File: src/rtl/key_filter_pkg.sv
// Shared types and constants for the key debounce filter.
//   state_t      : FSM state encoding used by key_filter
//   SYNC_RST_VAL : level the input synchronizer resets to (key released)
package key_filter_pkg;

   typedef enum logic [1:0] {
      IDLE         = 2'd0,
      PRESS_WAIT   = 2'd1,
      PRESSED      = 2'd2,
      RELEASE_WAIT = 2'd3
   } state_t;

   localparam logic SYNC_RST_VAL = 1'b1;

endpackage

File: src/rtl/key_filter_sync.sv
// Two-flop synchronizer for the raw asynchronous key level.
// Ports:
//   clk   : system clock
//   rst_n : synchronous reset, active-high; both stages load SYNC_RST_VAL
//   d     : asynchronous input level
//   q     : synchronized level, two clk edges behind d
module key_sync
   import key_filter_pkg::*;
(
   input  logic clk,
   input  logic rst_n,
   input  logic d,
   output logic q
);

   logic meta_q, meta_d;
   logic sync_q, sync_d;

   always_comb begin
      meta_d = d;
      sync_d = meta_q;
   end

   always_ff @(posedge clk) begin
      if (rst_n) begin
         meta_q <= SYNC_RST_VAL;
         sync_q <= SYNC_RST_VAL;
      end else begin
         meta_q <= meta_d;
         sync_q <= sync_d;
      end
   end

   assign q = sync_q;

endmodule

File: src/rtl/key_filter.sv
// Debounce filter for an active-low mechanical key. Emits one single-cycle
// active-low click per qualified press; releases never click.
// Ports:
//   clk     : system clock
//   rst_n   : synchronous reset, active-high (1 = reset)
//   key_n   : raw key level, active-low, asynchronous, may bounce
//   click_n : registered active-low click strobe, one cycle per press
//
// state        | meaning
// -------------+---------------------------------------------
// IDLE         | key released, armed for the next press
// PRESS_WAIT   | key seen low, counting toward qualification
// PRESSED      | press qualified and clicked, key held
// RELEASE_WAIT | key seen high, counting toward release
module key_filter
   import key_filter_pkg::*;
#(
   parameter int unsigned MASK_TIME = 1000000
)(
   input  logic clk,
   input  logic rst_n,
   input  logic key_n,
   output logic click_n
);

   localparam int unsigned CNT_W = $clog2(MASK_TIME) + 1;
   localparam logic [CNT_W-1:0] CNT_ONE  = CNT_W'(1);
   // The counter holds the number of qualifying samples seen so far; the
   // sample that would bring it to MASK_TIME performs the transition, so
   // the stored value stays at or below MASK_TIME - 1 and never wraps.
   localparam logic [CNT_W-1:0] CNT_LAST = CNT_W'(MASK_TIME - 1);

   logic             key_s;
   state_t           state_q, state_d;
   logic [CNT_W-1:0] cnt_q, cnt_d;
   logic             click_q, click_d;

   key_sync u_key_sync (
      .clk   (clk),
      .rst_n (rst_n),
      .d     (key_n),
      .q     (key_s)
   );

   always_comb begin
      state_d = state_q;
      cnt_d   = cnt_q;
      click_d = 1'b1;
      case (state_q)
         IDLE: begin
            if (!key_s) begin
               state_d = PRESS_WAIT;
               cnt_d   = CNT_ONE;
            end else begin
               cnt_d   = '0;
            end
         end
         PRESS_WAIT: begin
            if (key_s) begin
               state_d = IDLE;
               cnt_d   = '0;
            end else if (cnt_q >= CNT_LAST) begin
               state_d = PRESSED;
               cnt_d   = '0;
               click_d = 1'b0;
            end else begin
               cnt_d   = cnt_q + CNT_ONE;
            end
         end
         PRESSED: begin
            if (key_s) begin
               state_d = RELEASE_WAIT;
               cnt_d   = CNT_ONE;
            end else begin
               cnt_d   = '0;
            end
         end
         RELEASE_WAIT: begin
            if (!key_s) begin
               state_d = PRESSED;
               cnt_d   = '0;
            end else if (cnt_q >= CNT_LAST) begin
               state_d = IDLE;
               cnt_d   = '0;
            end else begin
               cnt_d   = cnt_q + CNT_ONE;
            end
         end
         default: begin
            state_d = IDLE;
            cnt_d   = '0;
         end
      endcase
   end

   always_ff @(posedge clk) begin
      if (rst_n) begin
         state_q <= IDLE;
         cnt_q   <= '0;
         click_q <= 1'b1;
      end else begin
         state_q <= state_d;
         cnt_q   <= cnt_d;
         click_q <= click_d;
      end
   end

   assign click_n = click_q;

endmodule

File: config.mk
export PLATFORM = sky130hd
export DESIGN_NAME = key_filter
export DESIGN_NICKNAME = d
export VERILOG_FILES = /design/src/rtl/key_filter_pkg.sv /design/src/rtl/key_filter_sync.sv /design/src/rtl/key_filter.sv
export SDC_FILE = /design/constraint.sdc
export NUM_CORES = 1
export LEC_CHECK = 0
export ABC_AREA = 1
export CORE_MARGIN = 3
export CORE_UTILIZATION = 40
export DETAILED_ROUTE_END_ITERATION = 12
export DONT_BUFFER_PORTS = 1
export HOLD_SLACK_MARGIN = 0.08
export PLACE_DENSITY = 0.57
export SETUP_SLACK_MARGIN = 0.5
export SKIP_LAST_GASP = 1
export SYNTH_ARGS = -nofsm -noshare
export SYNTH_HDL_FRONTEND = slang
export SYNTH_HIERARCHICAL = 1
export SYNTH_SLANG_ARGS = --single-unit
File: constraint.sdc
create_clock -name clk -period 4.3 [get_ports clk]
set_input_delay 1.075 -clock clk [delete_from_list [all_inputs] [get_ports clk]]
set_output_delay 1.075 -clock clk [all_outputs]
set_load 0.1 [all_outputs]
==> metrics.md, run 1 <==
| Metric | Value |
|---|---|
| Status | finished clean |
| Via density | 4.683 |
| Core area | 0.003744 mm2 |
| Area leader, netlist | dfxtp_1 |
| Reg clk slew, reported paths | 0.09 ns |
| Detail Route Antenna Nets | 0 |
| Crit path capture type | primary output |
| Port Buf Inserts | 0 |
| Clock Tree Root | clkbuf_8 |
| DR pass1 iterations | 4 |
| Worst-Skew Late Latency | 0.27 ns |
| RSZ-0062 raised after global routing | no |
| Htree depth | 1 |
| # Max-Cap Violations | 0 |
| First-pass GRT wire length | 4878 um |
| Minimum clock period | about 2.3 ns |
| Final non-filler cell total | 271 |
| Slew Viols, Final | 0 |
| Diodes inserted | 0 |
| Unique masters post-synth | 29 |
| Most frequent cells in the layout | nand2_1 (40), nor2_1 (38), dfxtp_1 (26), inv_1 (21), nand3_1 (14) |
| Clk buf depth | 2 |
| Final Cycle Share | 53.17% |
| Final TNS setup | 0 ns |
| Post-synth net total | approximately 230 |
| Fmax | 437.4 MHz |
| Placed Instances | 267 |
| Cts bufs inserted | 3 |
| Hold Fails Final Rpt | 0 |
| Post-synth EDFFs | 0 |
| CTS sink cnt | 26 |
| Total gr overflow | 0 |
| WP data required | roughly 3.2 ns |
| Die height | 68.81 um |
| Worst VDD drop | 0.0001530 V |
| Hold Crit Start | u_key_sync/meta_q |
| GRT Total Usage | 13.95% |
| Critical Path Start | click_n |
| Top_reg_cell synth | dfxtp_1 |
| DR iter-0 viols | 74 |
| Die Area | 0.004734 mm2 |
| Worst rel slew slack | 38.08% |
| Most common cell after layout, fill and taps aside | nand2_1 |
| Final-layout fill cell count | about 400 |
| Ports | 4 |
| Leak | 0.5893 nW |
| Yosys top cell area share | 32.99% |
| Power per standard cell area | roughly 250 mW/mm2 |
| Largest net degree at the start of global routing | 19 |
| Post-Syn Area | ~0.0016 mm2 |
| GP Congestion | 0.8107 |
| Share of cells above drive strength 1 | 21.52% |
| NumNets Final | 228 |
| Seq/Total Area, Yosys | 32.99% |
| Cells after Synth | 221 |
| Async SR Flop Fraction | 0% |
| Largest cells by area after synthesis | dfxtp_1 (33%), nand2_1 (9.5%), nor2_1 (9.0%) |
| Post-Route WL | 2836 um |
| Worst path arrival time | 1.21 ns |
| Crit-path max FO | 1 |
| Setup repair bufs after CTS | 0 |
| Dpl hpwl | 2235 um |
| CTS tree | built |
| CP startpoint kind | register |
| Layout area overhead | 5.313% |
| Setup Crit Path Kind | register to primary output |
| Post-CTS Hold Fix Bufs | 0 |
| Via count of the first global-routing pass | 1068 |
| Chip width | 68.81 um |
| Setup Skew | 0.003503 ns |
| Vias | ~1.3k |
| Hold Crit Class | register to register |
| Worst-margin pin slew | around 0.9 ns |
| Cts repair resizes | 0 |
| DRC viols | 0 |
| Initial antenna violation count | 0 |
| Rows | 22 |
| Starting Density | 42.15% |
| Avg Cell Area, Syn | 7.139 um2 |
| Synthesis Warnings | 6 |
| Reg2Reg Launch Point | cnt_q[0] |
| Routed WL per cell | 10.46 um |
| Post-synthesis sequential element count | 26 |
| Setup violators final | 0 |
-- cell usage after synthesis (2+ instances only) --
library cell  number
nor3_1             6
nor2_2             8
nand2_1           40
nor2_1            38
nand2_2            9
inv_1             21
nor3_2             2
o21ai_0            5
nand3_1           14
inv_2              8
xnor2_1            2
o21ai_1            2
dfxtp_1           26
xor2_1             8
nor2_4            12
nand4_1            7
-- cell type report --
| class | instances | area [um2] | area share [%] |
|---|---|---|---|
| multi-input cells | 163 | 913.4 | 54.97 |
| flip-flops and latches | 26 | 520.5 | 31.33 |
| well taps | 48 | 60.06 | 3.614 |
| clock buffers | 4 | 55.05 | 3.313 |
| inverters | 30 | 112.6 | 6.777 |
-- per-layer routing --
metal / track usage [%] / routed length [um]
met5: 0 / 0
met4: 6.569 / 56
met3: 2.107 / 73
met2: 21.22 / 1264
met1: 19.25 / 1441
-- logic make-up (layout without fill, tap and decap cells) --
group | after synthesis | count (layout) | synth area share [%]
AND/OR/NAND/NOR | 141 | 141 | 47.90
buffers and inverters | 32 | 34 | 9.120
flip-flops | 26 | 26 | 32.99
AO/OA/AOI/OAI | 10 | 10 | 3.410
XOR/XNOR | 10 | 10 | 5.552
adder cells (fa/ha/maj) | 1 | 1 | 0.7929
other | 1 | 1 | 0.2377
-- registers in the layout (all words and copies together) (netlist names), named ones only --
register           cells
u_key_sync/meta_q      1
click_n                1
state_q                1
cnt_q                 21
u_key_sync/q           1
-- worst paths after layout --
path | to | cells after the start | slack [ns]
max | click_n | 0 | 2.01
min | u_key_sync/q | 2 | 0.42
max reg2reg | cnt_q[18] | 8 | 2.50
min reg2reg | u_key_sync/q | 2 | 0.42
-- through the flow --
step | setup slack, ns | util (%) | hold WS (ns) | cell area [um2] | power (mW)
finish | 2.014 | 44.39 | 0.4155 | 1662 | 0.4171
global route | 1.975 | 44.39 | 0.4467 | 1662 | 0.4390
CTS | 1.999 | 44.39 | 0.4227 | 1662 | 0.4239
detailed placement | 2.308 | 42.91 | 0.3973 | 1607 | 0.2626
global placement | 2.307 | 42.91 | 0.3922 | 1607 | 0.2627
floorplan | 2.316 | - | 0.3865 | 1578 | 0.2605
-- power breakdown --
group | leakage (nW) | switching [mW] | total, mW | internal, mW
sequential | 0.211 | 0.00233 | 0.246 | 0.243
combinational | 0.350 | 0.00760 | 0.0114 | 0.00375
clock | 0.0288 | 0.0783 | 0.160 | 0.0819
total | 0.589 | 0.0882 | 0.417 | 0.329
(Power assumes the default switching activity.)
==> inputs of run 2 (changes only) <==
- clock period: 4.3 -> 2.3 ns (I/O delays scaled with it)
==> run 2 against run 1 <==
Critical endpoint is now cnt_q[17]; critical path depth rose by 9; first-iteration DRC count fell by 14%; non-clock buffer count rose by 3; critical path type is now register to register; wire length rose by 1.7%; count of clock-buffer cells in the layout fell by 1; design area rose by 3.8%; total power rose by 110%; clock power rose by 140%; highest routed layer unchanged.
==> metrics.md, run 2 (same netlist as run 1, synthesis figures left out) <==
| Metric | Value |
|---|---|
| Status | finished clean (unchanged) |
| GP Congestion | 0.8183 (was 0.8107) |
| Reg clk slew, reported paths | 0.09 ns (about the same) |
| Dpl hpwl | 2257 um (was 2235 um) |
| Initial antenna violation count | 0 (unchanged) |
| First-pass GRT wire length | 5154 um (was 4878 um) |
| Worst VDD drop | 0.0002824 V (was 0.0001530 V) |
| Starting Density | 42.15% (unchanged) |
| Cts bufs inserted | 3 (unchanged) |
| Most common cell after layout, fill and taps aside | nand2_1 (unchanged) |
| Total power | 0.8584 mW (was 0.4171 mW) |
| WP data required | 2.48 ns (was 3.22 ns) |
| Final Cycle Share | a little under three quarters |
| Worst-Skew Late Latency | 0.27 ns (about the same) |
| Worst path arrival time | 1.81 ns (was 1.21 ns) |
| Most frequent cells in the layout | nand2_1 (40), nor2_1 (38), dfxtp_1 (26), inv_1 (21), nand3_1 (14) (unchanged) |
| Setup violators final | 0 (unchanged) |
| Hold Crit Class | primary input to register (was register to register) |
| Htree depth | 1 (unchanged) |
| # Max-Cap Violations | 0 (unchanged) |
| Clk buf depth | 2 (unchanged) |
| Routed WL per cell | 10.53 um (was 10.46 um) |
| Crit-path max FO | 9 (was 1) |
| Setup Skew | 0.003954 ns (was 0.003503 ns) |
| Die Area | 0.004734 mm2 (unchanged) |
| Leak | 0.6217 nW (was 0.5893 nW) |
| DRC viols | 0 (unchanged) |
| RSZ-0062 raised after global routing | no (unchanged) |
| Minimum clock period | 1.632 ns |
| Chip width | 68.81 um (unchanged) |
| Total gr overflow | 0 (unchanged) |
| Layout area overhead | 9.357% (was 5.313%) |
| Setup Crit Path Kind | register to register (was register to primary output) |
| Pre-CTS setup slack | 0.5407 ns (was 2.308 ns) |
| CTS tree | built (unchanged) |
| Setup WS post-layout | 0.6677 ns (was 2.014 ns) |
| Post-Route WL | 2885 um (was 2836 um) |
| Power per standard cell area | 497.5 mW/mm2 (was 251.0 mW/mm2) |
| CP startpoint kind | register (unchanged) |
| NumNets Final | 231 (was 228) |
| Slew Viols, Final | 0 (unchanged) |
| DR pass1 iterations | 4 (unchanged) |
| Die height | 68.81 um (unchanged) |
| Rows | 22 (unchanged) |
| CTS sink cnt | 26 (unchanged) |
| Hold Fails Final Rpt | 0 (unchanged) |
| Most flops, register | cnt_q (unchanged) |
| Share of cells above drive strength 1 | 22.57% (was 21.52%) |
| DR iter-0 viols | 64 (was 74) |
| GRT Total Usage | 14.27% (was 13.95%) |
| Detail Route Antenna Nets | 0 (unchanged) |
| Largest net degree at the start of global routing | 19 (unchanged) |
| Fmax | 612.6 MHz |
| Finished Core Util | 46.09% (was 44.39%) |
| Final TNS setup | 0 ns (unchanged) |
| Via density | 4.693 (was 4.683) |
| Core area | 0.003744 mm2 (unchanged) |
| Largest register FFs | 21 (unchanged) |
| Ports | 4 (unchanged) |
| Clock Tree Root | clkbuf_8 (unchanged) |
| Via count of the first global-routing pass | 1186 (was 1068) |
| Crit path capture type | register (was primary output) |
| Port Buf Inserts | 0 (unchanged) |
| Vias | 1286 (was 1269) |
| Diodes inserted | 0 (unchanged) |
-- run 2: timing repair --
| item | CTS | global route |
|---|---|---|
| setup buffers | 0 | 2 |
| endpoints found under the setup margin | 0 | 12 |
| gates resized for setup | 0 | 0 |
| hold buffers | 0 | 0 |
-- run 2: per-layer routing --
| layer | GRT usage [%] | up-vias | wire, um |
|---|---|---|---|
| li1 | - | 701 | - |
| met1 | 20.26 | 561 | 1474 |
| met2 | 21.81 | 20 | 1269 |
| met3 | 2.593 | 4 | 104 |
| met4 | 4.380 | 0 | 36 |
| met5 | 0 | - | 0 |
-- run 2: worst paths after layout --
path | from | end | slack, ns | cells past startpoint
max | cnt_q[0] | cnt_q[17] | 0.67 | 9
max reg2reg | cnt_q[0] | cnt_q[17] | 0.67 | 9
min | rst_n | state_q[0] | 0.36 | 1
min reg2reg | u_key_sync/meta_q | u_key_sync/q | 0.42 | 2
-- run 2: cell type report --
type                    instances  area [um2]
clock buffers                   3       41.29
clock inverters                 1       30.03
fillers                       407        2018
inverters                      30       112.6
multi-input cells             163       913.4
flip-flops and latches         26       520.5
well taps                      48       60.06
repair buffers                  3       47.55
-- run 2: critical path, stage by stage (launching register included) --
cell     delay, ns
dfxtp_1       0.41
ha_1          0.26
inv_1         0.07
nor3_2        0.25
nand3_2       0.10
nand2_2       0.08
nor2_4        0.05
nand3_4       0.08
buf_12        0.16
nor2_1        0.06
-- run 2: through the flow --
stage | std cells | hold WS [ns] | area [um2]
after detailed placement | 268 | 0.4029 | 1614
after floorplan | 221 | 0.3865 | 1578
after CTS | 272 | 0.3517 | 1685
after global placement | 268 | 0.4036 | 1614
final | 274 | 0.3645 | 1725
after global routing | 274 | 0.3538 | 1725
-- run 2: power by group --
part           switching (mW)  internal (mW)  leakage (nW)
Clock                   0.145          0.233        0.0357
Sequential            0.00404          0.455         0.211
Combinational          0.0147        0.00718         0.375
Total                   0.163          0.695         0.622
==> inputs of run 3 (changes only) <==
- PLACE_DENSITY: 0.57 -> 0.59
- clock period: 2.3 -> 1.5 ns (I/O delays scaled with it)
==> run 3 against run 2 <==
Clock power grew 7.7%; design area grew 25%; total power grew 32%; first-iteration DRC count grew 23%; critical path type unchanged; non-clock buffer count grew 22.
==> metrics.md, run 3 (same netlist as run 1, synthesis figures left out) <==
| Metric | Value |
|---|---|
| CP startpoint kind | register (unchanged) |
| GP Congestion | 0.9032 (was 0.8183) |
| Most common cell after layout, fill and taps aside | nand2_1 (unchanged) |
| Post-Route WL | 3494 um (was 2885 um) |
| Initial antenna violation count | 0 (unchanged) |
| Htree depth | 1 (unchanged) |
| Clk buf depth | 2 (unchanged) |
| Worst VDD drop | 0.0004128 V (was 0.0002824 V) |
| Met2 GRT Util | 24.31% (was 21.81%) |
| Largest net degree at the start of global routing | 15 (was 19) |
| Starting Density | 42.15% (unchanged) |
| Core area | 0.003744 mm2 (unchanged) |
| Leak | 0.8265 nW (was 0.6217 nW) |
| Placed Instances | 277 (was 268) |
| Cts bufs inserted | 3 (unchanged) |
| DRC viols | 0 (unchanged) |
| CTS sink cnt | 26 (unchanged) |
| Reg2Reg Depth | 8 (was 9) |
| Most frequent cells in the layout | nand2_1 (30), nor2_4 (23), nor2_1 (22), buf_4 (20), inv_1 (17) (was nand2_1 (40), nor2_1 (38), dfxtp_1 (26), inv_1 (21), nand3_1 (14)) |
| Via density | 4.659 (was 4.693) |
| Slew Viols, Final | 0 (unchanged) |
| Die Area | 0.004734 mm2 (unchanged) |
| DR pass1 iterations | 4 (unchanged) |
| Worst-Skew Late Latency | 0.28 ns (was 0.27 ns) |
| Hold Fails Final Rpt | 0 (unchanged) |
| Post-CTS Hold Fix Bufs | 0 (unchanged) |
| Diodes inserted | 0 (unchanged) |
| CTS tree | built (unchanged) |
| Clock Tree Root | clkbuf_8 (unchanged) |
| Hold Path Depth | 1 (unchanged) |
| Dpl hpwl | 2547 um (was 2257 um) |
| Die height | 68.81 um (unchanged) |
| Ports | 4 (unchanged) |
| Setup Crit Path Kind | register to register (unchanged) |
| Global-route layer with the greatest usage | met2 (unchanged) |
| Largest register FFs | 21 (unchanged) |
| Crit path capture type | register (unchanged) |
| Worst path arrival time | 1.62 ns (was 1.81 ns) |
| NumNets Final | 253 (was 231) |
| Port Buf Inserts | 0 (unchanged) |
| Vias | 1379 (was 1286) |
| Hold Crit Class | primary input to register (unchanged) |
| Share of cells above drive strength 1 | 53.63% (was 22.57%) |
| Fmax | 714.3 MHz (was 612.6 MHz) |
| Layout area overhead | 36.64% (was 9.357%) |
| Setup Skew | 0.006393 ns (was 0.003954 ns) |
| # Max-Cap Violations | 0 (unchanged) |
| Reg clk slew, reported paths | 0.09 ns (about the same) |
| WP data required | 1.72 ns (was 2.48 ns) |
| Power per standard cell area | 526.9 mW/mm2 (was 497.5 mW/mm2) |
| Routed WL per cell | 11.80 um (was 10.53 um) |
| Rows | 22 (unchanged) |
| Minimum clock period | 1.400 ns (was 1.632 ns) |
| Crit-path max FO | 6 (was 9) |
| Final non-filler cell total | 296 (was 274) |
| Most flops, register | cnt_q (unchanged) |
| Chip width | 68.81 um (unchanged) |
| Detail Route Antenna Nets | 0 (unchanged) |
| DR iter-0 viols | 79 (was 64) |
| Total gr overflow | 0 (unchanged) |
| Final TNS setup | 0 ns (unchanged) |
| Met3 Track Usage GR | 4.376% (was 2.593%) |
| Setup violators final | 0 (unchanged) |
| GRT Total Usage | 16.22% (was 14.27%) |
| First-pass GRT wire length | 5616 um (was 5154 um) |
| Final Cycle Share | 93.33% (was 70.97%) |
| Met1 usage | 21.91% (was 20.26%) |
| Status | finished clean (unchanged) |
| RSZ-0062 raised after global routing | yes (was no) |
| Via count of the first global-routing pass | 1261 (was 1186) |
==> run 3: changes by cell type in the layout (fill, tap and decap cells not counted), moves of 4 or more <==
cell / previous run / this run
dfxtp_4: 0 / 13
inv_1: 21 / 17
nand2_2: 9 / 16
dfxtp_2: 0 / 9
nor2_4: 12 / 23
nand2_1: 40 / 30
buf_4: 1 / 20
nor2_1: 38 / 22
nor2_2: 8 / 13
dfxtp_1: 26 / 4
nand3_1: 14 / 10
==> run 3: area by class of cell <==
| cell class | instances | area, um2 |
|---|---|---|
| clock buffer | 3 | 41.29 |
| clock inverter | 1 | 3.754 |
| fill | 358 | 1588 |
| inverter | 30 | 117.6 |
| multi-input combinational | 163 | 1120 |
| sequential | 26 | 580.6 |
| tap | 48 | 60.06 |
| timing repair buffer | 25 | 232.7 |
==> run 3: worst max-delay path: stages, from the launching register on <==
cell     delay [ns]
dfxtp_4        0.38
nor3_2         0.17
nand3_1        0.10
nand2_1        0.10
nand2_2        0.07
nor2_4         0.14
nand3_4        0.13
buf_12         0.18
nor2_1         0.08
==> run 3: per-stage QoR <==
| step | utilization [%] | hold WS (ns) | area [um2] | power [mW] | setup WS [ns] |
|---|---|---|---|---|---|
| after floorplan | - | 0.3865 | 1620 | 0.7457 | 0.1360 |
| after global placement | 47.06 | 0.3966 | 1762 | 0.7527 | 0.03764 |
| after detailed placement | 47.06 | 0.4020 | 1762 | 0.7527 | 0.02209 |
| after CTS | 53.74 | 0.1581 | 2012 | 1.161 | 0.09292 |
| after global routing | 57.59 | 0.1357 | 2156 | 1.195 | 0.01541 |
| final | 57.59 | 0.1541 | 2156 | 1.136 | 0.09998 |
==> run 3: worst paths after layout <==
check            endpoint         startpoint  slack, ns
max             cnt_q[18]          cnt_q[11]        0.1
min reg2reg  u_key_sync/q  u_key_sync/meta_q       0.42
min            state_q[0]              rst_n       0.15
max reg2reg     cnt_q[18]          cnt_q[11]        0.1
==> run 3: what timing repair did <==
action | 4_1_cts | 5_1_grt
endpoints found under the setup margin | 24 | 24
pin swaps | 31 | 15
resized for setup | 44 | 39
buffers inserted | 11 | 4
endpoints found under the hold margin | 0 | 0
==> run 3: per-layer routing <==
layer | vias up | part of all wire, %
met4 | 0 | 2.3
li1 | 752 | -
met1 | 601 | 48
met3 | 8 | 2.2
met2 | 18 | 48
met5 | - | 0
==> run 3: report_power, final <==
| part | total [mW] | internal (mW) | switching (mW) |
|---|---|---|---|
| clock | 0.407 | 0.184 | 0.223 |
| combinational | 0.0469 | 0.0189 | 0.0280 |
| sequential | 0.682 | 0.675 | 0.00730 |
| total | 1.14 | 0.878 | 0.258 |
